## config.mk

```make
export PLATFORM = sky130hd
export DESIGN_NAME = regfile_wb_arbiter
export DESIGN_NICKNAME = d
export VERILOG_FILES = /design/src/rtl/regfile_wb_arbiter.sv
export SDC_FILE = /design/constraint.sdc
export NUM_CORES = 1
export LEC_CHECK = 0
export ABC_AREA = 1
export BUFFER_PORTS_ARGS = -buffer_cell sky130_fd_sc_hd__buf_2
export CORE_MARGIN = 4
export CORE_UTILIZATION = 30
export DETAILED_ROUTE_END_ITERATION = 6
export PLACE_DENSITY_LB_ADDON = 0.25
export SYNTH_ARGS = -nofsm -noshare
export SYNTH_HDL_FRONTEND = slang
export SYNTH_SLANG_ARGS = --single-unit
```

## constraint.sdc

```tcl
create_clock -name clk -period 8.5 [get_ports clk]
set_input_delay 1.7 -clock clk [delete_from_list [all_inputs] [get_ports clk]]
set_output_delay 1.7 -clock clk [all_outputs]
set_load 0.1 [all_outputs]
```

## src/rtl/regfile_wb_arbiter.sv

```systemverilog
// Writeback arbiter for the single register-file write port, with a busy scoreboard for long-latency writes.
// Define WB_ARB_ROUND_ROBIN_EN for round-robin arbitration; the default is fixed priority (lowest index wins).
module regfile_wb_arbiter #(
  parameter int NREQ = 3,
  parameter int CNTW = 16
) (
  input  logic                 clk,
  input  logic                 rst,
  input  logic [NREQ-1:0]      req_valid,
  input  logic [5*NREQ-1:0]    req_index,
  input  logic [32*NREQ-1:0]   req_data,
  output logic [NREQ-1:0]      req_ready,
  input  logic                 rsv_valid,
  input  logic [4:0]           rsv_index,
  input  logic [4:0]           q0_index,
  input  logic [4:0]           q1_index,
  output logic                 q0_busy,
  output logic                 q1_busy,
  output logic                 rf_we,
  output logic [4:0]           rf_windex,
  output logic [31:0]          rf_win,
  output logic [CNTW-1:0]      contention_cnt
);

  logic [NREQ-1:0] w_gnt;
  logic            w_xfer;
  logic [4:0]      w_windex;
  logic [31:0]     w_wdata;
  logic            w_multi;
  logic [31:0]     r_busy;
  logic [31:0]     w_busy_nxt;

`ifdef WB_ARB_ROUND_ROBIN_EN
  localparam int PW = (NREQ > 1) ? $clog2(NREQ) : 1;
  logic [PW-1:0] r_ptr;
  logic [PW-1:0] w_gidx;

  // Search starts at the pointer and wraps; the first valid requester wins.
  always_comb begin
    int w_i;
    w_gnt  = '0;
    w_gidx = '0;
    w_i    = 0;
    for (int k = 0; k < NREQ; k++) begin
      w_i = int'(r_ptr) + k;
      if (w_i >= NREQ) w_i = w_i - NREQ;
      if (req_valid[w_i] && (w_gnt == '0)) begin
        w_gnt[w_i] = 1'b1;
        w_gidx     = PW'(w_i);
      end
    end
  end

  always_ff @(posedge clk or posedge rst) begin
    if (rst)
      r_ptr <= '0;
    else if (w_xfer)
      r_ptr <= (w_gidx == PW'(NREQ-1)) ? '0 : w_gidx + 1'b1;
  end
`else
  // Scan high to low so the lowest valid requester is the last to claim the grant.
  always_comb begin
    w_gnt = '0;
    for (int k = NREQ-1; k >= 0; k--) begin
      if (req_valid[k]) begin
        w_gnt    = '0;
        w_gnt[k] = 1'b1;
      end
    end
  end
`endif

  assign req_ready = w_gnt;
  assign w_xfer    = |w_gnt;
  assign w_multi   = ($countones(req_valid) >= 2);

  always_comb begin
    w_windex = '0;
    w_wdata  = '0;
    for (int k = 0; k < NREQ; k++) begin
      w_windex = w_windex | (req_index[5*k +: 5]  & {5{w_gnt[k]}});
      w_wdata  = w_wdata  | (req_data[32*k +: 32] & {32{w_gnt[k]}});
    end
  end

  // Clear first so a same-cycle reserve of the same register wins.
  always_comb begin
    w_busy_nxt = r_busy;
    if (w_xfer)    w_busy_nxt[w_windex]  = 1'b0;
    if (rsv_valid) w_busy_nxt[rsv_index] = 1'b1;
    w_busy_nxt[0] = 1'b0;
  end

  assign q0_busy = r_busy[q0_index];
  assign q1_busy = r_busy[q1_index];

  always_ff @(posedge clk or posedge rst) begin
    if (rst) begin
      r_busy         <= '0;
      rf_we          <= 1'b0;
      rf_windex      <= '0;
      rf_win         <= '0;
      contention_cnt <= '0;
    end else begin
      r_busy <= w_busy_nxt;
      // r0 writes are accepted (grant, scoreboard) but never reach the file.
      rf_we  <= w_xfer && (w_windex != 5'd0);
      if (w_xfer) begin
        rf_windex <= w_windex;
        rf_win    <= w_wdata;
      end
      if (w_multi && !(&contention_cnt))
        contention_cnt <= contention_cnt + 1'b1;
    end
  end

endmodule

```

# After elaboration in Yosys (flattened, before gate mapping)
# Cells that the tools add are included.
# W data, S select, Z words.
dict set report op_classes {
  n_mux 13
  order_cmp 7
  addsub 3
  bitwise 13
  n_reduce_logical 8
}
# cell count
set ops {}
lappend ops {{$and A32 B32 Y32} 4}
lappend ops {{$or A32 B32 Y32} 3}
lappend ops {{$mux W32} 2}
lappend ops {{$not A32 Y32} 1}
lappend ops {{$lt A5 B6 Y1 const B} 4}
lappend ops {{$add A16 B1 Y16 const B} 1}
lappend ops {{$reduce_and A16 Y1} 1}
lappend ops {{$and A5 B5 Y5} 3}
lappend ops {{$bmux W1 S5} 2}
lappend ops {{$demux W1 S5} 2}
lappend ops {{$ge A5 B1 Y1 const B} 2}
lappend ops {{$or A5 B5 Y5} 2}
lappend ops {{$mux W3} 3}
lappend ops {{$reduce_bool A5 Y1} 1}
lappend ops {{$logic_and A1 B1 Y1} 4}
lappend ops {{$mux W1} 4}
lappend ops {{$add A2 B1 Y3} 1}
lappend ops {{$ge A3 B2 Y1 const B} 1}
lappend ops {{$reduce_or A3 Y1} 1}
lappend ops {{$add A1 B1 Y2} 1}
lappend ops {{$logic_not A1 Y1} 1}
dict set report word_totals {
  input_bits 132
  regBits 85
  output_inout_bits 59
  elab_cells 49
}

# Logic depth before layout (Yosys ltp)
# Gate-level depths: netlist of the first run.
dict set report logic_depth {
  word_depth 15
  mapped_depth 11
  mapped_depth_nobuf 10
}

# Worst setup path before layout of the first run
# Ideal clock, no wire load.
dict set report synth_path {
  path_kind {input to output}
  from {input port q0_index[0]}
  to {output port q0_busy}
  arrival_time_ns 3.158
  stages 10
  required_time_ns 6.800
  n_path_buf 2
  path_slack_ns 3.642
  path_cell_list {buf_2 clkbuf_1 nand2_1 nand3_1 nand3_1 nand2_1 nand2_1 nand2_1 nand2_1 nand2_1}
}
dict set report synth_between {
  elab_chain_len 2
}
# element line
set synth_lines {}
lappend synth_lines {{from (decl)} 15} ;# input logic [4:0] q0_index,
lappend synth_lines {{$bmux W1 S5} 94} ;# assign q0_busy = r_busy[q0_index];
lappend synth_lines {{$mux W1 (not written as such)} 94}
lappend synth_lines {{to (decl)} 17} ;# output logic q0_busy,
# Every way passes these cells. The select of a mux whose other input is x is not followed.

# Final worst setup path of the first run
dict set report layout_path {
  from {input port req_valid[0]}
  to {output port req_ready[2]}
}
dict set report layout_between {
  elab_chain_len 1
}
# element line
set layout_lines {}
lappend layout_lines {{from (decl)} 9} ;# input logic [NREQ-1:0] req_valid,
lappend layout_lines {{$mux W3} 65} ;# if (req_valid[k]) begin
lappend layout_lines {{to (decl)} 12} ;# output logic [NREQ-1:0] req_ready,
# Every way passes these cells.

==> summary.txt, run 1 <==
Synthesis
  – Dominant combinational cell family by area after synthesis: simple AND/OR/NAND/NOR gates
  – Cells after synthesis: 731
  – Post-synthesis sequential area ratio: 0.4180
  – Post-synthesis xor/xnor area fraction: 0.01721
  – Most frequent cell after synthesis: nand2_1
  – Post-synthesis adder-cell area fraction: 0.004918
  – Top post-synthesis cells by count: nand2_1, dfrtp_1, nand3_1
  – Synth area leaders: dfrtp_1, nand2_1, nand3_1
  – Post-synthesis mux area share: 0
  – Yosys cell types: 29
  – Post-synth EDFFs: 0
  – Synth top area share: 0.4180
  – Synth area leader: dfrtp_1
  – Yosys warns: 0
  – Synth Area in Simple Gates: 0.4576
  – Compound-Gate Fraction of Synth Area: 0.04106
  – Ys async rst share: 1.000
  – #FFs+latches synth: 85
  – Syn nets: 865
  – Post-Syn Area: 5089 µm²
  – Top FF cell, synth: dfrtp_1
  – Syn Area/Cell: 6.961 µm²

Power and ir drop
  – Clock power share: 0.255
  – Switch Pwr: 790.9 µW
  – P_leak: 3.413 nW
  – Combinational power share: 0.406
  – Maximum VDD drop: 0.2949 mV
  – Int Pwr: 893.8 µW
  – Power Total: 1.685 mW
  – Sw frac: 0.4694
  – Reg power frac: 0.339
  – PwrDens: around 260 nW/µm²

Placement
  – HPWL Detailed: 12800 µm
  – PortBufs: 190
  – RePlAce Congestion: 0.8345
  – Placed cell area: 6210 µm²
  – Placed cells: 1119
  – Pre-CTS setup slack: 3.413 ns

CTS
  – Htree depth: 3
  – Clock buffer depth: 2
  – Post-CTS setup repair buffer count: 0
  – Hold buffer count at cts: 0
  – Clock transition at path regs: 0.06 ns
  – Clk_lat worst skew: 0.34 ns
  – Num CTS Buffers: 9
  – Post-CTS Resized: 0
  – Sink Count: 85
  – Clk root buf: clkbuf_16
  – TritonCTS clock tree: yes

Worst setup path
  – R2R Path End: contention_cnt[9]
  – Worst r2r src: contention_cnt[0]
  – Worst reg2reg path depth: 8
  – Worst path required time: 6.80 ns
  – WS Path Type: in2out
  – Arr. time, crit path: 3.38 ns
  – Reg2Reg Setup Slack: 6.36 ns
  – CP Launch Type: primary input
  – Worst Path Max Fanout: 42
  – CP startpoint: req_valid[0]
  – Worst setup EP type: primary output
  – Critical path capture point: req_ready[2]

STA
  – Fmax: 0.1969 GHz
  – Slew HR: 0.2511
  – Final Hold Viols: 0
  – Least-Margin Pin Slew: 1.115 ns
  – Fin crit period: a little over 5 ns
  – Worst Hold Margin: 0.4749 ns
  – RSZ-0062 raised after global routing: no
  – Setup ws final: ~3.4 ns
  – Final setup TNS: 0 ns
  – Fin. max-slew vios: 0
  – Final Skew: 0.007735 ns
  – Final worst-path cycle share: 0.5976
  – Finish-stage setup viols: 0

Drt
  – Total Wirelength: 16640 µm
  – Residual DRC: 0
  – WL/cell: 14.66 µm
  – Detail Route Antenna Nets: 0
  – DR vias/cell: ~4.7
  – Drt first pass iters: 4
  – DR vias: about 5300
  – Initial DRC Count: 269

Cells and area
  – Register area: 2127 µm²
  – Area growth, synth to finish: 28.40%
  – Filler cell count: ~1800
  – Multi-input gate area: 2650 µm²
  – Post-route cell area: 6534 µm²
  – Share of post-route cells with drive strength above 1: 0.2765
  – Util after Layout: 0.3940
  – Nets: 1044
  – Fin cells: 1135
  – Antenna cell count: 0

Run status
  – Status: finished, final reports clean

Die
  – Die Ht: ~140 µm
  – Initial core utilization: 0.3069
  – Total die area: 19110 µm²
  – I/O pin cnt: 191
  – Row count: 47
  – Chip width: 138.2 µm
  – Core area: 16580 µm²

Flow run
  – Max-cap viol count: 0

Global routing
  – Largest net degree at the start of global routing: 48
  – Vias in the first global route: 4975
  – Initial antenna violation count: 1
  – GRT Util Overall: 0.1704
  – Total gr overflow: 0
  – First-pass GRT wire length: approximately 27000 µm

Hold path
  – Hold WC Path Type: reg2reg
==> critical path, cell delays in order <==
cell	delay (ns)
buf_2	0.38
nor2_4	0.32
nand2_4	0.11
inv_4	0.33
buf_2	0.51
==> area by class of cell <==
class,count,area share
well taps,220,0.04213
multi-input cells,572,0.4056
inverters,50,0.02930
flip-flops and latches,85,0.3255
repair buffers,192,0.1478
clock inverters,6,0.01455
clock buffers,10,0.03504
==> state kept, by name (all words and copies together) (netlist names) <==
register        count
rf_win             32
r_busy             31
contention_cnt     16
rf_windex           5
rf_we               1
==> kinds of logic after synthesis <==
| group | after synthesis |
|---|---|
| AND/OR/NAND/NOR | 530 |
| flip-flops | 85 |
| buffers and inverters | 74 |
| AO/OA/AOI/OAI | 30 |
| XOR/XNOR | 10 |
| adder cells (fa/ha/maj) | 2 |
==> power by group through the flow <==
stage                     clock network, mW  logic [mW]  registers (mW)
after CTS                             0.442       0.690           0.570
after global routing                  0.456       0.735           0.584
final                                 0.430       0.685           0.570
after floorplan                           0       0.236           0.871
after global placement                    0       0.684           0.576
after detailed placement                  0       0.689           0.576
==> cells in the final DEF (no fill, tap or decap), types with 4 or more instances in the layout <==
cell	n
buf_2	190
dfrtp_1	85
nand2_2	8
nand3_2	4
nor3_1	14
inv_1	41
nand4_1	34
o21ai_1	11
o21ai_2	9
nand2_1	375
o21ai_0	7
nand3_1	68
nor2_2	4
inv_2	7
nor2_1	12
xor2_1	8
nor2_4	6
clkbuf_16	9
==> metal layers <==
metal  GRT usage  wire, µm  up-vias  part of all wire
met3     0.03729       952       25             0.057
met4     0.04888       338        2             0.020
met1      0.2299      7468     2416              0.45
li1            -         -     2692                 -
met5           0        13        -           0.00078
met2      0.2765      7868      143              0.47
==> worst min-delay path by stage <==
stage	from	to	slack [ns]	cells past startpoint
2_1_floorplan	r_busy[2]	r_busy[2]	0.44	2
3_3_place_gp	rf_windex[4]	rf_windex[4]	0.45	2
3_5_place_dp	rf_windex[3]	rf_windex[3]	0.47	2
4_1_cts	rf_windex[3]	rf_windex[3]	0.48	2
5_1_grt	r_busy[3]	r_busy[3]	0.50	2
6_report	rf_windex[0]	rf_windex[0]	0.47	2
No activity file was read; power rests on OpenSTA's default activity.
==> run 2: changes to the inputs <==
==> constraint.sdc (replaced) <==
create_clock -name clk -period 4.8 [get_ports clk]
set_input_delay 0.96 -clock clk [delete_from_list [all_inputs] [get_ports clk]]
set_output_delay 0.96 -clock clk [all_outputs]
set_load 0.1 [all_outputs]
==> summary.txt, run 2 (synthesis gave the netlist of run 1 again) <==
Run status
  – Status: finished, final reports clean

STA
  – Final setup TNS: 0 ns
  – Fin. max-slew vios: 0
  – Fmax: 0.2791 GHz
  – Final worst-path cycle share: 0.7463
  – Finish-stage setup viols: 0
  – Worst Hold Margin: ~0.47 ns
  – Final Hold Viols: 0
  – Slew HR: 0.2257
  – Fin crit period: 3.582 ns
  – RSZ-0062 raised after global routing: no
  – Final Skew: 0.009917 ns
  – Setup ws final: 1.218 ns
  – Least-Margin Pin Slew: ~1.2 ns

CTS
  – Hold buffer count at cts: 0
  – Post-CTS Resized: 0
  – Clk root buf: clkbuf_16
  – Clk_lat worst skew: 0.34 ns
  – Post-CTS setup repair buffer count: 0
  – Clock buffer depth: 2
  – Htree depth: 3
  – TritonCTS clock tree: yes
  – Clock transition at path regs: 0.06 ns
  – Sink Count: 85
  – Num CTS Buffers: 9

Die
  – Die Ht: roughly 140 µm
  – Row count: 47
  – Chip width: 138.2 µm
  – I/O pin cnt: 191
  – Core area: 16580 µm²
  – Initial core utilization: 0.3069
  – Total die area: between 15000 and 20000 µm²

Cells and area
  – Util after Layout: 0.3942
  – Filler cell count: ~1800
  – Share of post-route cells with drive strength above 1: 0.2776
  – Largest reg by FF count: rf_win
  – Highest-count cells in the layout ignoring fill and taps: nand2_1, buf_2, dfrtp_1
  – Nets: 1044
  – Fin cells: 1136
  – Most common cell after layout, fill and taps aside: nand2_1
  – Largest registers: rf_win: 32 flops, r_busy: 31 flops, contention_cnt: 16 flops
  – Area growth, synth to finish: 28.47%
  – Max FFs per register: 32

Worst setup path
  – Arr. time, crit path: 2.62 ns
  – Critical path depth: 5
  – Crit path cell chain: buf_2 -> nor2_4 -> nand2_4 -> inv_4 -> buf_2
  – Critical path's slowest cell: buf_2
  – Worst reg2reg path depth: 8
  – Crit-path leading delay family: buffers and inverters
  – Reg2Reg Setup Slack: 2.69 ns
  – Most frequent CP cell: buf_2
  – Worst setup EP type: primary output
  – Worst Path Max Fanout: between 40 and 50
  – Buffer and inverter count on the worst path: 3
  – Worst path required time: 3.84 ns
  – CP max stage delay: 0.51 ns
  – CP Launch Type: primary input
  – WS Path Type: in2out

Global routing
  – Total gr overflow: 0
  – Largest net degree at the start of global routing: 49
  – First-pass GRT wire length: around 27000 µm
  – Vias in the first global route: 5091
  – GRT Util Overall: 0.1730
  – Initial antenna violation count: 2

Placement
  – PortBufs: 190
  – Pre-CTS setup slack: 1.200 ns
  – RePlAce Congestion: roughly 0.85
  – Placed cells: 1119
  – HPWL Detailed: 12920 µm

Flow run
  – Max-cap viol count: 0

Drt
  – Residual DRC: 0
  – WL/cell: ~15 µm
  – Detail Route Antenna Nets: 0
  – Total Wirelength: approximately 17000 µm
  – Initial DRC Count: 257
  – DR vias: around 5300
  – DR vias/cell: 4.689
  – Drt first pass iters: 5

Hold path
  – Hold path depth: 2
  – Hold WC Path Type: reg2reg

Power and ir drop
  – PwrDens: 457.0 nW/µm²
  – Maximum VDD drop: 0.5027 mV
  – P_leak: 3.414 nW
==> run 2: changes by cell type in the layout (fill, tap and decap cells not counted), sizes merged <==
cell / delta
inv: -2
clkinv: +1
diode: +1
clkinvlp: +1
==> run 2: worst min-delay path: stages, from the launching register on <==
cell and delay [ns]:
dfrtp_1 0.34, nand2_1 0.05, nand2_1 0.05
==> run 2: cell type report <==
type	count	area (µm²)	share of cell area
inverter	50	191.4	0.02928
timing repair buffer	192	965.9	0.1478
antenna	1	2.502	0.0003828
sequential	85	2127	0.3254
clock inverter	6	86.33	0.01321
clock buffer	10	239.0	0.03655
multi-input combinational	572	2650	0.4054
tap	220	275.3	0.04211
==> run 2: final timing paths <==
kind,start,to
worst max-delay path,req_valid[0],req_ready[2]
worst min-delay path,rf_windex[3],rf_windex[3]
worst max register to register,contention_cnt[0],contention_cnt[9]
worst min register to register,rf_windex[3],rf_windex[3]
max in group asynchronous,rst,rf_win[27]
min in group asynchronous,rst,rf_win[4]
==> run 2: power by group <==
part           internal [mW]  switching [mW]
clock                  0.469           0.297
sequential             0.864           0.147
combinational          0.257           0.954
==> run 2: per-stage QoR <==
stage	power, mW	area [µm²]
floorplan	1.961	5089
global placement	2.232	6210
detailed placement	2.238	6210
CTS	3.015	6535
global route	3.154	6538
finish	2.988	6538
==> run 2: per-layer routing <==
| metal | GRT usage | up-vias | routed length (µm) |
|---|---|---|---|
| met3 | 0.04178 | 24 | 904 |
| li1 | - | 2692 | - |
| met4 | 0.05772 | 2 | 377 |
| met5 | 0 | - | 13 |
| met1 | 0.2290 | 2462 | 7601 |
| met2 | 0.2790 | 147 | 7975 |
